===== src/rtl/canny_mag_dir_pipe.sv =====
// Canny gradient magnitude + quantised direction, with per-frame pixel counting and border blanking.
// Latency: exactly 3 cycles from an accepted beat to out_valid, one beat per cycle.
// Backpressure: none; the pipeline never stalls, and beats outside RUN are dropped.
module canny_mag_dir_pipe #(
  parameter int GRAD_W       = 9,
  parameter int OUT_W        = 8,
  parameter int NORM_SHIFT   = 1,
  parameter int MAG_MODE     = 0,
  parameter int STARTADDRESS = 770,
  parameter int ENDADDRESS   = 261758,
  parameter int FRAME_PIXELS = 262144
) (
  input  logic                     clk,
  input  logic                     reset,
  input  logic                     startEn,
  input  logic                     in_valid,
  input  logic signed [GRAD_W-1:0] cannyX,
  input  logic signed [GRAD_W-1:0] cannyY,
  output logic [OUT_W-1:0]         normalisedMag,
  output logic [1:0]               direction,
  output logic                     out_valid,
  output logic                     busy,
  output logic                     done
);

  localparam int IDX_W = (FRAME_PIXELS > 1) ? $clog2(FRAME_PIXELS) : 1;
  localparam logic [IDX_W-1:0] LAST_IDX  = IDX_W'(FRAME_PIXELS - 1);
  localparam logic [IDX_W-1:0] START_IDX = IDX_W'(STARTADDRESS);
  localparam logic [IDX_W-1:0] END_IDX   = IDX_W'(ENDADDRESS);
  localparam int MAX_OUT = (2 ** OUT_W) - 1;

  typedef enum logic [1:0] {IDLE, RUN, DRAIN} state_t;

  state_t             state_q;
  logic [IDX_W-1:0]   idx_q;
  logic [1:0]         drain_q;
  logic               busy_q;
  logic               done_q;
  logic               accept;

  // Stage 1 registers
  logic               s1_vld_q;
  logic [GRAD_W-1:0]  ax_q, ay_q;
  logic               sx_q, sy_q, win1_q;
  logic [GRAD_W-1:0]  ax_d, ay_d;
  logic               win_d;

  // Stage 2 registers
  logic               s2_vld_q;
  logic [GRAD_W:0]    raw_q;
  logic [1:0]         dir2_q;
  logic               win2_q;
  logic [GRAD_W:0]    raw_d;
  logic [1:0]         dir_d;

  // Stage 3 (output) registers
  logic               out_vld_q;
  logic [OUT_W-1:0]   mag_q;
  logic [1:0]         dir_q;
  logic [OUT_W-1:0]   mag_d;
  logic [1:0]         dir3_d;

  assign accept = (state_q == RUN) && in_valid;

  // Frame control: start, pixel index, three-cycle drain, registered busy/done
  always_ff @(posedge clk or posedge reset) begin
    if (reset) begin
      state_q <= IDLE;
      idx_q   <= '0;
      drain_q <= '0;
      busy_q  <= 1'b0;
      done_q  <= 1'b0;
    end else begin
      done_q <= 1'b0;
      case (state_q)
        IDLE: begin
          if (startEn) begin
            state_q <= RUN;
            idx_q   <= '0;
            busy_q  <= 1'b1;
          end
        end
        RUN: begin
          if (in_valid) begin
            idx_q <= idx_q + 1'b1;
            if (idx_q == LAST_IDX) begin
              state_q <= DRAIN;
              drain_q <= '0;
            end
          end
        end
        DRAIN: begin
          drain_q <= drain_q + 1'b1;
          // done is raised so that it is visible in the final drain cycle
          if (drain_q == 2'd1) done_q <= 1'b1;
          if (drain_q == 2'd2) begin
            state_q <= IDLE;
            busy_q  <= 1'b0;
          end
        end
        default: state_q <= IDLE;
      endcase
    end
  end

  // Absolute values and border window test for the incoming beat
  always_comb begin
    ax_d  = cannyX[GRAD_W-1] ? (GRAD_W'(0) - $unsigned(cannyX)) : $unsigned(cannyX);
    ay_d  = cannyY[GRAD_W-1] ? (GRAD_W'(0) - $unsigned(cannyY)) : $unsigned(cannyY);
    win_d = (idx_q >= START_IDX) && (idx_q <= END_IDX);
  end

  // Stage 1: capture magnitudes, signs and window flag
  always_ff @(posedge clk or posedge reset) begin
    if (reset) begin
      s1_vld_q <= 1'b0;
      ax_q     <= '0;
      ay_q     <= '0;
      sx_q     <= 1'b0;
      sy_q     <= 1'b0;
      win1_q   <= 1'b0;
    end else begin
      s1_vld_q <= accept;
      if (accept) begin
        ax_q   <= ax_d;
        ay_q   <= ay_d;
        sx_q   <= cannyX[GRAD_W-1];
        sy_q   <= cannyY[GRAD_W-1];
        win1_q <= win_d;
      end
    end
  end

  // Raw magnitude and direction sector from the stage-1 values
  always_comb begin
    logic [GRAD_W-1:0] mx, mn;
    logic [GRAD_W+1:0] tri_mn;
    logic [GRAD_W+3:0] axe, aye, ax12, ay12, ax5, ay5;
    mx     = (ax_q >= ay_q) ? ax_q : ay_q;
    mn     = (ax_q >= ay_q) ? ay_q : ax_q;
    tri_mn = {2'b00, mn} + {1'b0, mn, 1'b0};
    if (MAG_MODE == 1) raw_d = {1'b0, mx} + (GRAD_W+1)'(tri_mn >> 3);
    else               raw_d = {1'b0, ax_q} + {1'b0, ay_q};
    axe  = (GRAD_W+4)'(ax_q);
    aye  = (GRAD_W+4)'(ay_q);
    ax12 = (axe << 3) + (axe << 2);
    ay12 = (aye << 3) + (aye << 2);
    ax5  = (axe << 2) + axe;
    ay5  = (aye << 2) + aye;
    // tan(22.5 deg) ~ 5/12 splits the near-horizontal and near-vertical sectors
    if ((ax_q == '0) && (ay_q == '0)) dir_d = 2'd0;
    else if (ay12 <= ax5)             dir_d = 2'd0;
    else if (ax12 <= ay5)             dir_d = 2'd2;
    else if (sx_q == sy_q)            dir_d = 2'd1;
    else                              dir_d = 2'd3;
  end

  // Stage 2: register raw magnitude and direction
  always_ff @(posedge clk or posedge reset) begin
    if (reset) begin
      s2_vld_q <= 1'b0;
      raw_q    <= '0;
      dir2_q   <= '0;
      win2_q   <= 1'b0;
    end else begin
      s2_vld_q <= s1_vld_q;
      if (s1_vld_q) begin
        raw_q  <= raw_d;
        dir2_q <= dir_d;
        win2_q <= win1_q;
      end
    end
  end

  // Normalise, saturate and blank border pixels
  always_comb begin
    logic [GRAD_W:0] n;
    n = raw_q >> NORM_SHIFT;
    if (int'(n) > MAX_OUT) mag_d = {OUT_W{1'b1}};
    else                   mag_d = OUT_W'(n);
    dir3_d = dir2_q;
    if (!win2_q) begin
      mag_d  = '0;
      dir3_d = 2'd0;
    end
  end

  // Stage 3: output registers hold their value between beats
  always_ff @(posedge clk or posedge reset) begin
    if (reset) begin
      out_vld_q <= 1'b0;
      mag_q     <= '0;
      dir_q     <= '0;
    end else begin
      out_vld_q <= s2_vld_q;
      if (s2_vld_q) begin
        mag_q <= mag_d;
        dir_q <= dir3_d;
      end
    end
  end

  assign normalisedMag = mag_q;
  assign direction     = dir_q;
  assign out_valid     = out_vld_q;
  assign busy          = busy_q;
  assign done          = done_q;

endmodule


===== config.mk =====
export PLATFORM = sky130hd
export DESIGN_NAME = canny_mag_dir_pipe
export DESIGN_NICKNAME = d
export VERILOG_FILES = /design/src/rtl/canny_mag_dir_pipe.sv
export SDC_FILE = /design/constraint.sdc
export NUM_CORES = 1
export LEC_CHECK = 0
export ABC_CLOCK_PERIOD_IN_PS = 6400
export CORE_AREA = 8 8 106 108
export DETAILED_ROUTE_END_ITERATION = 10
export DIE_AREA = 0 0 114 116
export GPL_TIMING_DRIVEN = 1
export PLACE_DENSITY = 0.79
export SKIP_LAST_GASP = 1
export SLEW_MARGIN = 20
export SYNTH_ARGS = -nofsm -noshare
export SYNTH_HDL_FRONTEND = slang
export SYNTH_SLANG_ARGS = --single-unit
export TNS_END_PERCENT = 10

===== constraint.sdc =====
create_clock -name clk -period 6.4 [get_ports clk]
set_input_delay 1.92 -clock clk [delete_from_list [all_inputs] [get_ports clk]]
set_output_delay 1.92 -clock clk [all_outputs]
set_load 0.05 [all_outputs]

---- Word-level counts from Yosys, hierarchy flattened ----
Index checks and enable logic that the tools add are counted.
word-level totals
  output and inout port bits .............. 13
  register bits ........................... 71
operators by class
  multiplexer cells ....................... 25
  add/sub/neg operators ................... 9
  reduce and logical (&&, ||, !) cells .... 13
  magnitude comparators ................... 5
  eq/ne operators ......................... 10
operator list
  operator               count
  $mux 18                2
  $pmux 18 s2            1
  $add 12x11->13         2
  $le 13x12->1           2
  $add 11x9->12          2
  $mux 2                 11
  $add 18x1->18 const B  1
  $eq 18x18->1 const B   1
  $ge 18x10->1 const B   1
  $le 18x18->1 const B   1
  $logic_not 9->1        2
  $mux 9                 2
  $sub 1x9->9 const A    2
  $mux 8                 2
  $add 9x9->10           1
  $gt 9x8->1 const B     1
  $reduce_and 3->1       3
  $ne 2x2->1 const B     3
  $pmux 2 s3             1
  $reduce_bool 2->1      3
  $eq 2x1->1 const B     2
  $eq 2x2->1 const B     2
  $mux 1                 4
  $pmux 2 s2             1
  other kinds (7)        9

---- Logic depth before layout (Yosys ltp) ----
Gate-level depths: netlist of the first run.
  depth after elaboration ................. 5
  mapped depth ............................ 16
  gate-level depth less buffers ........... 16

---- Least setup slack after synthesis of the first run ----
Ideal clock, no wire load.
  path kind ............................... register -> register
  from .................................... reg ay_q[0]
  to ...................................... reg dir2_q[0]
  stages on the path, launching flop included .. 16
  data arrival time ....................... 3,151 ps
  path slack .............................. 3,128 ps
  period minus slack after synthesis ...... 3,272 ps
  cell sequence ........................... dfrtp_1 > ha_1 > fa_1 > a21o_1 > a21oi_1 > nor2b_1 > o21a_1 > nor2_1 > xor2_1 > ha_1 > a211oi_1 > o21ai_1 > a21oi_1 > nor2_1 > or3_1 > a22o_1
on the way
  cells in the longest elaborated chain, start to end .. 5
RTL lines
  item                    RTL line  text
  start, declared         43        logic [GRAD_W-1:0] ax_q, ay_q;
  start signal, assigned  126       ay_q <= ay_d;
  $add 11x9->12           149       ay5 = (aye << 2) + aye;
  $le 13x12->1            153       else if (ax12 <= ay5) dir_d = 2'd2;
  $mux 2                  153
  $mux 2                  152       else if (ay12 <= ax5) dir_d = 2'd0;
  $mux 2 (*)              151       if ((ax_q == '0) && (ay_q == '0)) dir_d = 2'd0;
  end signal, assigned    169       dir2_q <= dir_d;
  end, declared           51        logic [1:0] dir2_q;
Mark *: on every way between the ends. The rest lies on a longest branch, timed or not.
A chain may end at the register's enable or synchronous reset.

---- Worst setup path after layout of the first run ----
Ends and elaborated chain as after synthesis.

==> results of run 1 <==
kinds of logic (layout without fill, tap and decap cells):
group           Yosys count  after routing
mux                       4              4
buf+inv                  69            108
flops                    70             70
simple gates            197            197
xor+xnor                 53             53
fa+ha+maj                81             81
compound gates          146            146
area by class of cell:
class                           instances  share of cell area, %
Tap cell                              133                   2.68
Clock inverter                          7                   1.17
Clock buffer                            9                   1.99
Inverter                               56                   3.38
Timing Repair Buffer                   36                   5.72
Sequential cell                        70                   28.2
Multi-Input combinational cell        481                   56.9
cell usage after synthesis (all sizes together) (3+ instances only):
cell,count
nor4,6
clkbuf,9
a211oi,5
or3,6
nand4,11
nand3,20
a31oi,3
o31ai,11
nor3,11
nor2,52
xor2,35
o21a,9
a311oi,3
buf,4
inv,56
a21oi,20
nor2b,8
xnor2,18
dfrtp,70
or4,4
o41ai,3
a21boi,3
o211ai,8
nand2b,10
nand2,54
o22ai,5
ha,76
o21ai,49
fa,5
and3,4
a21o,12
power groups by stage:
stage               registers (mW)  clock network (mW)  logic [mW]
detailed placement           0.602                   0       0.670
floorplan                    0.585                   0       0.517
global route                 0.605               0.370       0.774
finish                       0.596               0.353       0.674
global placement             0.599                   0       0.641
CTS                          0.595               0.354       0.674
worst max-delay path by stage:
stage | slack, ps | startpoint | to
finish | 2740 | ay_q[0] | dir2_q[0]
global route | 2480 | ay_q[0] | dir2_q[0]
CTS | 2750 | ay_q[0] | dir2_q[0]
detailed placement | 2620 | in_valid | idx_q[4]
global placement | 2700 | in_valid | idx_q[3]
floorplan | 2710 | reset | ax_q[0]
worst max-delay path, cell delays in order (launching register included):
cell and delay (ps):
dfrtp_1 490, ha_1 280, fa_1 410, a21o_1 180, a21oi_1 210, nor2b_1 70
o21a_1 200, nor2_1 120, xor2_1 180, ha_1 270, a211oi_1 240, o21ai_1 90
a21oi_1 140, nor2_1 70, or3_1 410, a22o_1 220
through the flow:
| step | hold slack, ps | instances |
|---|---|---|
| 6_report | 484 | 792 |
| 5_1_grt | 513 | 792 |
| 4_1_cts | 490 | 792 |
| 3_5_place_dp | 472 | 776 |
| 3_3_place_gp | 470 | 776 |
| 2_1_floorplan | 370 | 620 |
state kept, by name (all words and copies together) (netlist names):
register / flops
sx_q: 1
normalisedMag: 8
s1_vld_q: 1
sy_q: 1
out_valid: 1
s2_vld_q: 1
ay_q: 9
win2_q: 1
done: 1
direction: 2
raw_q: 9
state_q: 2
busy: 1
ax_q: 9
drain_q: 2
idx_q: 18
dir2_q: 2
win1_q: 1
routing by layer:
metal | routed length, µm | up-vias | global-route usage [%]
li1 | - | 2276 | -
met1 | 5560 | 2161 | 25.0
met2 | 5910 | 109 | 33.5
met3 | 687 | 25 | 4.17
met4 | 264 | 0 | 6.39
met5 | 0 | - | 0
==> summary.txt, run 1 <==
Power and ir drop
  • Sequential fraction of design power: 36.7%
  • Net Sw Frac: 38.9%
  • NetSw: 0.631 mW
  • Lkg Pwr: 2.87 nW
  • Internal power: 0.992 mW
  • Combinational fraction of design power: 41.5%
  • Clock Power Share: 21.8%
  • Max IR drop VDD: just over 0.2 mV
  • Final total power: 1.62 mW
  • P per Cell Area: 261 mW/mm²

Placement
  • DP Worst Slack: 2620 ps
  • Hpwl dp: between 9000 and 10000 µm
  • Area of placed instances: 0.00601 mm²
  • Port bufs: 34
  • GPL Wtd Cong: 0.867

Logic synthesis
  • Synthesized cell area: 0.00555 mm²
  • Distinct cells, synth: 61
  • FF+latch count, synth: 70
  • Syn Inst Count: just over 600
  • YS warnings: 0
  • Xor/xnor share of the synthesized area: under 10%
  • Net Count, Synth: 723
  • EDFF count, synth: 0
  • Syn Area/Cell: 8.94 µm²
  • Post-synthesis async set-or-reset flop share: 100%
  • Synth top area cells: dfrtp_1 (32%), ha_1 (17%), xor2_1 (5.5%), inv_1 (3.7%), nand2_1 (3.6%)
  • Mux cell area share after synthesis: less than 1%
  • Seq/Total Area, Yosys: between 30% and 40%
  • Synth Area in Compound Gates: 17.9%
  • Synth Flop Type: dfrtp_1
  • Largest area contributor in the netlist: dfrtp_1
  • Post-synthesis adder-cell area fraction: 19.0%
  • Largest family of logic cells by synthesized area: adder cells
  • Yosys top cell area share: about a third
  • Area share of and/or/nand/nor cells after synthesis: 17.7%

Detailed routing
  • DR pass1 iterations: 5
  • Via-per-instance ratio: 5.77
  • Post-route DRC: 0
  • Via Count: 4571
  • DR WL/cell: around 16 µm
  • Drt total wl: 12400 µm
  • Detail Route Antenna Nets: 0
  • DRT iter0 DRCs: between 200 and 250

Job
  • Max Cap Viol: 0

Timing
  • Min Clock Period, post-route: approximately 3700 ps
  • Fin. Hold Viols: 0
  • Fmax: roughly 0.27 GHz
  • Max_slew headroom: roughly half
  • Final Max Tran Viols: 0
  • Post-Route Setup TNS: 0 ps
  • Tightest Pin Transition: 723 ps
  • Setup Skew: 13.5 ps
  • Period utilisation layout: 57.2%
  • Setup ws final: between 2000 and 3000 ps
  • Final setup violation count: 0
  • RSZ-0062 raised after global routing: false

Setup path
  • R2r worst-path depth: 15
  • Critical path type: reg2reg
  • Startpoint Class: register
  • Worst Path Arrival: 3900 ps
  • Worst Path Max Fanout: 7
  • Crit path capture type: register
  • WP data required: 6640 ps
  • R2r endpoint: dir2_q[0]
  • R2R setup slack: 2740 ps
  • Reg-to-Reg Start: ay_q[0]

GRT
  • Initial antenna violation count: 0
  • Largest net degree at the start of global routing: 59
  • Total gr overflow: 0
  • Gr usage total: 19.9%
  • First-pass GRT wire length: between 20000 and 25000 µm
  • Number of global-route vias before repair: 4468

Hold path
  • Worst min path class: reg2reg
  • Hold Path Stages: 1
  • Hold endpoint: raw_q[3]
  • Hold Startpoint: raw_q[3]

Clocking
  • Postcts setup bufs: 0
  • Skew-Pair Late Insertion Delay: between 300 and 400 ps
  • Post-CTS Hold Fix Bufs: 0
  • CTS Buf Count: 9
  • Sink Count: 70
  • CTS resizes: 0
  • Root Buffer: clkbuf_8
  • Clock-pin slew on the worst setup and hold paths: 80 ps
  • CTS tree: done
  • H-tree levels: 3
  • Deepest clock path buffer count: 2

Finish
  • Number of antenna diodes: 0
  • Multi-input logic area: 0.00353 mm²
  • Register area: between 0.0015 and 0.002 mm²
  • Final net count: approximately 760
  • Fill cell count: approximately 800
  • Commonest non-fill, non-tap cells in the layout: ha_1 (76), dfrtp_1 (70), inv_1 (53), nand2_1 (53), nor2_1 (51)
  • Design area: 0.00621 mm²
  • Layout cell share with drive strength beyond 1: 5.46%
  • Final core occ: around 65%
  • Most common cell after layout, fill and taps aside: ha_1
  • Area delta synth->final: 12.0%

Floorplan
  • Die Span Y: 116 µm
  • Std-Cell Rows: 36
  • I/O pin total: 35
  • Die W: 114 µm
  • Core area: approximately 0.0095 mm²
  • Initial Utilization: about 58%
  • Die footprint: 0.0132 mm²

Status
  • Outcome: complete, no violations
Note: power is estimated with default switching activity, not from simulation.
==> run 2: changes to the inputs <==
Settings changed: ABC_CLOCK_PERIOD_IN_PS 6400 to 3500.
Clock period 6.4 ns to 3.5 ns, I/O delays scaled along.
==> summary.txt, run 2 (synthesis results as in run 1) <==
Status
  • Outcome: complete, no violations

Placement
  • Port bufs: 34
  • DP Worst Slack: 9.74 ps
  • Hpwl dp: 10100 µm
  • Placed Cells: around 780
  • GPL Wtd Cong: 0.943

Timing
  • Final Max Tran Viols: 0
  • Max_slew headroom: a little under three fifths
  • Min Clock Period, post-route: 3430 ps
  • Setup ws final: 73.1 ps
  • Setup Skew: 7.28 ps
  • Fin. Hold Viols: 0
  • Final setup violation count: 0
  • Post-Route Setup TNS: 0 ps
  • Period utilisation layout: 97.9%
  • Tightest Pin Transition: 656 ps
  • Fmax: roughly 0.3 GHz
  • Hold slack: 495 ps

Clocking
  • CTS Buf Count: 9
  • Clock-pin slew on the worst setup and hold paths: 80 ps
  • CTS tree: done
  • Sink Count: 70
  • Deepest clock path buffer count: 2
  • H-tree levels: 3
  • Skew-Pair Late Insertion Delay: 350 ps
  • Root Buffer: clkbuf_8
  • Post-CTS Hold Fix Bufs: 0

GRT
  • Total gr overflow: 0
  • Number of global-route vias before repair: 4798
  • Initial antenna violation count: 0
  • Gr usage total: a little over a fifth
  • Largest net degree at the start of global routing: 28
  • First-pass GRT wire length: 22500 µm

Power and ir drop
  • Net Sw Frac: 37.8%
  • Combinational fraction of design power: 42.3%
  • Sequential fraction of design power: around a third
  • Internal power: 2.06 mW
  • Clock Power Share: 25.3%
  • Lkg Pwr: 3.00 nW
  • P per Cell Area: roughly 500 mW/mm²
  • Max IR drop VDD: between 0.3 and 0.4 mV
  • NetSw: 1.25 mW

Finish
  • Final cell count without fillers: 810
  • Max reg flops: 18
  • Commonest non-fill, non-tap cells in the layout: ha_1 (74), dfrtp_1 (64), inv_1 (53), nand2_1 (53), nor2_1 (52)
  • Register area: between 0.0015 and 0.002 mm²
  • Most common cell after layout, fill and taps aside: ha_1
  • Number of antenna diodes: 0
  • Fill cell count: 760
  • Area delta synth->final: 16.9%
  • Layout cell share with drive strength beyond 1: 11.1%
  • Reg with most FFs: idx_q
  • Final net count: 775
  • Multi-input logic area: 0.00360 mm²

Floorplan
  • Std-Cell Rows: 36
  • Initial Utilization: 58.1%
  • Die Span Y: 116 µm
  • Core area: 0.00955 mm²
  • I/O pin total: 35
  • Die W: between 100 and 150 µm
  • Die footprint: 0.0132 mm²

Setup path
  • Worst Path Max Fanout: 6
  • Crit path capture type: register
  • R2r endpoint: dir2_q[0]
  • Worst Path Arrival: 3670 ps
  • Startpoint Class: register
  • R2R setup slack: 70 ps
  • R2r worst-path depth: 17
  • Critical path type: reg2reg
  • Reg-to-Reg Start: ay_q[0]
  • WP data required: 3740 ps

Detailed routing
  • Via Count: 4730
  • DRT iter0 DRCs: 246
  • DR WL/cell: 16.5 µm
  • Post-route DRC: 0
  • Via-per-instance ratio: 5.84
  • Drt total wl: 13400 µm
  • DR pass1 iterations: 4
  • Detail Route Antenna Nets: 0

Hold path
  • Hold Startpoint: raw_q[3]
  • Hold endpoint: raw_q[3]
  • Worst min path class: reg2reg
  • Hold Path Stages: 1

Job
  • Max Cap Viol: 0
[run 2: how the worst max path moves through the flow]
stage | cells past startpoint | startpoint | end | slack, ps
after floorplan | 15 | ay_q[0] | dir2_q[0] | 230
after global placement | 16 | ay_q[1] | dir2_q[0] | 140
after detailed placement | 14 | ay_q[1] | dir2_q[0] | 10
after CTS | 16 | ay_q[1] | dir2_q[0] | 20
after global routing | 17 | ay_q[0] | dir2_q[0] | -90
final | 17 | ay_q[0] | dir2_q[0] | 70
[run 2: routing by layer]
layer,wire length (µm),vias up,global-route usage [%]
li1,-,2304,-
met1,5670,2270,24.0
met2,6760,125,38.9
met3,624,31,4.01
met4,337,0,6.48
met5,0,-,0
[run 2: power by group through the flow]
stage | Clock, mW | Combinational [mW] | Sequential [mW]
final | 0.836 | 1.40 | 1.07
after global routing | 0.876 | 1.57 | 1.09
after CTS | 0.846 | 1.29 | 1.07
after detailed placement | 0 | 1.28 | 1.09
after global placement | 0 | 1.22 | 1.08
after floorplan | 0 | 0.945 | 1.07
[run 2: layout make-up]
type | count | share of cell area (%)
Multi-Input combinational cell | 481 | 55.6
Clock buffer | 10 | 2.12
Clock inverter | 6 | 1.80
Tap cell | 133 | 2.57
Inverter | 56 | 3.24
Sequential cell | 70 | 27.1
Timing Repair Buffer | 54 | 7.57
[run 2: critical path: stages, from the launching register on]
cell       delay (ps)
dfrtp_1           360
buf_4             150
ha_2              190
inv_1              60
fa_2              360
inv_1              60
a21o_1            110
a21oi_1           100
a2bb2oi_2         190
a221oi_2          280
xnor2_1           170
ha_1              300
a21oi_2           170
nand3_1           110
a31oi_1           200
a311oi_2          140
a21o_1            200
a22o_1            170
[run 2: repair_timing]
item	4_1_cts	5_1_grt
gates cloned	0	0
gates resized for setup	1	22
pin swaps	0	7
buffers inserted	0	10
endpoints found under the setup margin	1	2
[run 2: per-stage QoR]
| step | utilization, % | area, µm² | total power [mW] |
|---|---|---|---|
| 2_1_floorplan | - | 5550 | 2.01 |
| 3_3_place_gp | 63.6 | 6070 | 2.31 |
| 3_5_place_dp | 63.6 | 6070 | 2.37 |
| 4_1_cts | 66.3 | 6330 | 3.21 |
| 5_1_grt | 67.9 | 6480 | 3.54 |
| 6_report | 67.9 | 6480 | 3.31 |
==> RTL change: new RTL, flow settings as in run 1 <==
The 3 states of `state_t` get a one-hot encoding in 3 bits.
--- a/src/rtl/canny_mag_dir_pipe.sv
+++ b/src/rtl/canny_mag_dir_pipe.sv
@@ -29,7 +29,7 @@
   localparam logic [IDX_W-1:0] END_IDX   = IDX_W'(ENDADDRESS);
   localparam int MAX_OUT = (2 ** OUT_W) - 1;
 
-  typedef enum logic [1:0] {IDLE, RUN, DRAIN} state_t;
+  typedef enum logic [2:0] {IDLE = 3'b001, RUN = 3'b010, DRAIN = 3'b100} state_t;
 
   state_t             state_q;
   logic [IDX_W-1:0]   idx_q;
Function: same outputs for any inputs over 10 cycles, from zero or initial values and one cycle with reset high; not proved beyond that.
==> RTL change against run 1 <==
Cell count is 1.8% higher. Worst setup slack worse by 190 ps. Synthesized cell count is 2.7% higher. Via count is 1.4% higher. Routed wire length is 1.3% higher. Sequential cell count is 1 higher. Count of clock-buffer cells in the layout is 2 higher. Area after synthesis is 1.9% higher. Design area is 1.8% higher. Critical path type unchanged. Critical endpoint unchanged. Largest cell class unchanged.
Power is not compared: it rests on default switching activity, and its combinational part moved more than twofold at a synthesized area within 25%.
==> RTL change: results (changes against run 1) <==
Global route
  – Largest net degree at the start of global routing: 72 (was 59)
  – First-pass GRT wire length: 21300 µm (about the same)
  – Tot GR Track Use: 19.9% (about the same)
  – M2 GR Usage: 32.5% (was 33.5%)
  – Met3 Usage GRT: 4.27% (was 4.17%)
  – Met1 Usage GRT: 25.5% (was 25.0%)

Min path
  – Hold WC Path Type: reg2reg (unchanged)
  – Min-delay src: raw_q[4]$_DFFE_PP0P_ (was raw_q[3]$_DFFE_PP0P_)

Setup path
  – RR Startpoint: ax_q[1]$_DFFE_PP0P_ (was ay_q[0]$_DFFE_PP0P_)
  – CP peak stage delay: 550 ps (was 490 ps)
  – CP max FO: 8 (was 7)
  – Arr. time, crit path: 4100 ps (was 3900 ps)

Place
  – Placed standard-cell area: 6110 µm² (was 6010 µm²)
  – DP HPWL: 9680 µm (was 9670 µm)
  – Placed cells: 790 (was 776)
  – Placer Congestion: 0.937 (was 0.867)

Synth
  – Post-synthesis adder-cell area fraction: 18.6% (was 19.0%)
  – Mapped Cells: 637 (was 620)
  – Post-synth cell types: 57 (was 61)
  – Register area share after synthesis: 31.5% (was 31.6%)
  – Synth Warn #: 0 (unchanged)
  – Synth Area in XOR/XNOR: 8.37% (about the same)
  – Ranking of synthesized cells by area: dfrtp_1 (31%), ha_1 (17%), inv_1 (4.3%) (was dfrtp_1 (32%), ha_1 (17%), xor2_1 (5.5%))
  – Syn_nets: 740 (was 723)
  – Synth cell count leaders: ha_1 (76), dfrtp_1 (70), inv_1 (65) (was ha_1 (76), dfrtp_1 (70), inv_1 (54))

Detailed routing
  – Routed length on met3: 699 µm (was 687 µm)
  – DR vias: 4636 (was 4571)
  – Routed wire length per instance: 15.6 µm (was 15.7 µm)
  – M1 wire length: 5890 µm (was 5560 µm)
  – Starting DRC count in detailed routing: 272 (was 216)
  – Wire length on met2: 5750 µm (was 5910 µm)
  – Vias per Instance: 5.75 (was 5.77)

Final layout
  – Most flops, register: idx_q (unchanged)
  – Share of layout cells above drive strength 1: 5.35% (was 5.46%)
  – Filler instances: 786 (was 789)
  – Fin nets: 771 (was 757)

Outcome
  – Status: finished clean (unchanged)

STA
  – Worst setup skew after layout: 11.7 ps (was 13.5 ps)
  – Slew headroom: 41.6% (was 51.8%)
## RTL change: final timing paths
path                       cells after the start  slack, ps                     to
max                                           15       2550  dir2_q[0]$_DFFE_PP0P_
min                                            1        490   raw_q[4]$_DFFE_PP0P_
max reg2reg                                   15       2550  dir2_q[0]$_DFFE_PP0P_
min reg2reg                                    1        490   raw_q[4]$_DFFE_PP0P_
max in group asynchronous                      3       3700    ay_q[1]$_DFFE_PP0P_
min in group asynchronous                      3       2140  idx_q[15]$_DFFE_PP0P_
## RTL change: layout make-up
| type | instances | area (µm²) | area share (%) |
|---|---|---|---|
| Clock buffer | 11 | 131 | 2.08 |
| Clock inverter | 5 | 81.3 | 1.29 |
| Inverter | 65 | 244 | 3.86 |
| Timing Repair Buffer | 35 | 348 | 5.50 |
| Tap cell | 133 | 166 | 2.63 |
| Multi-Input combinational cell | 486 | 3570 | 56.5 |
| Sequential cell | 71 | 1780 | 28.1 |
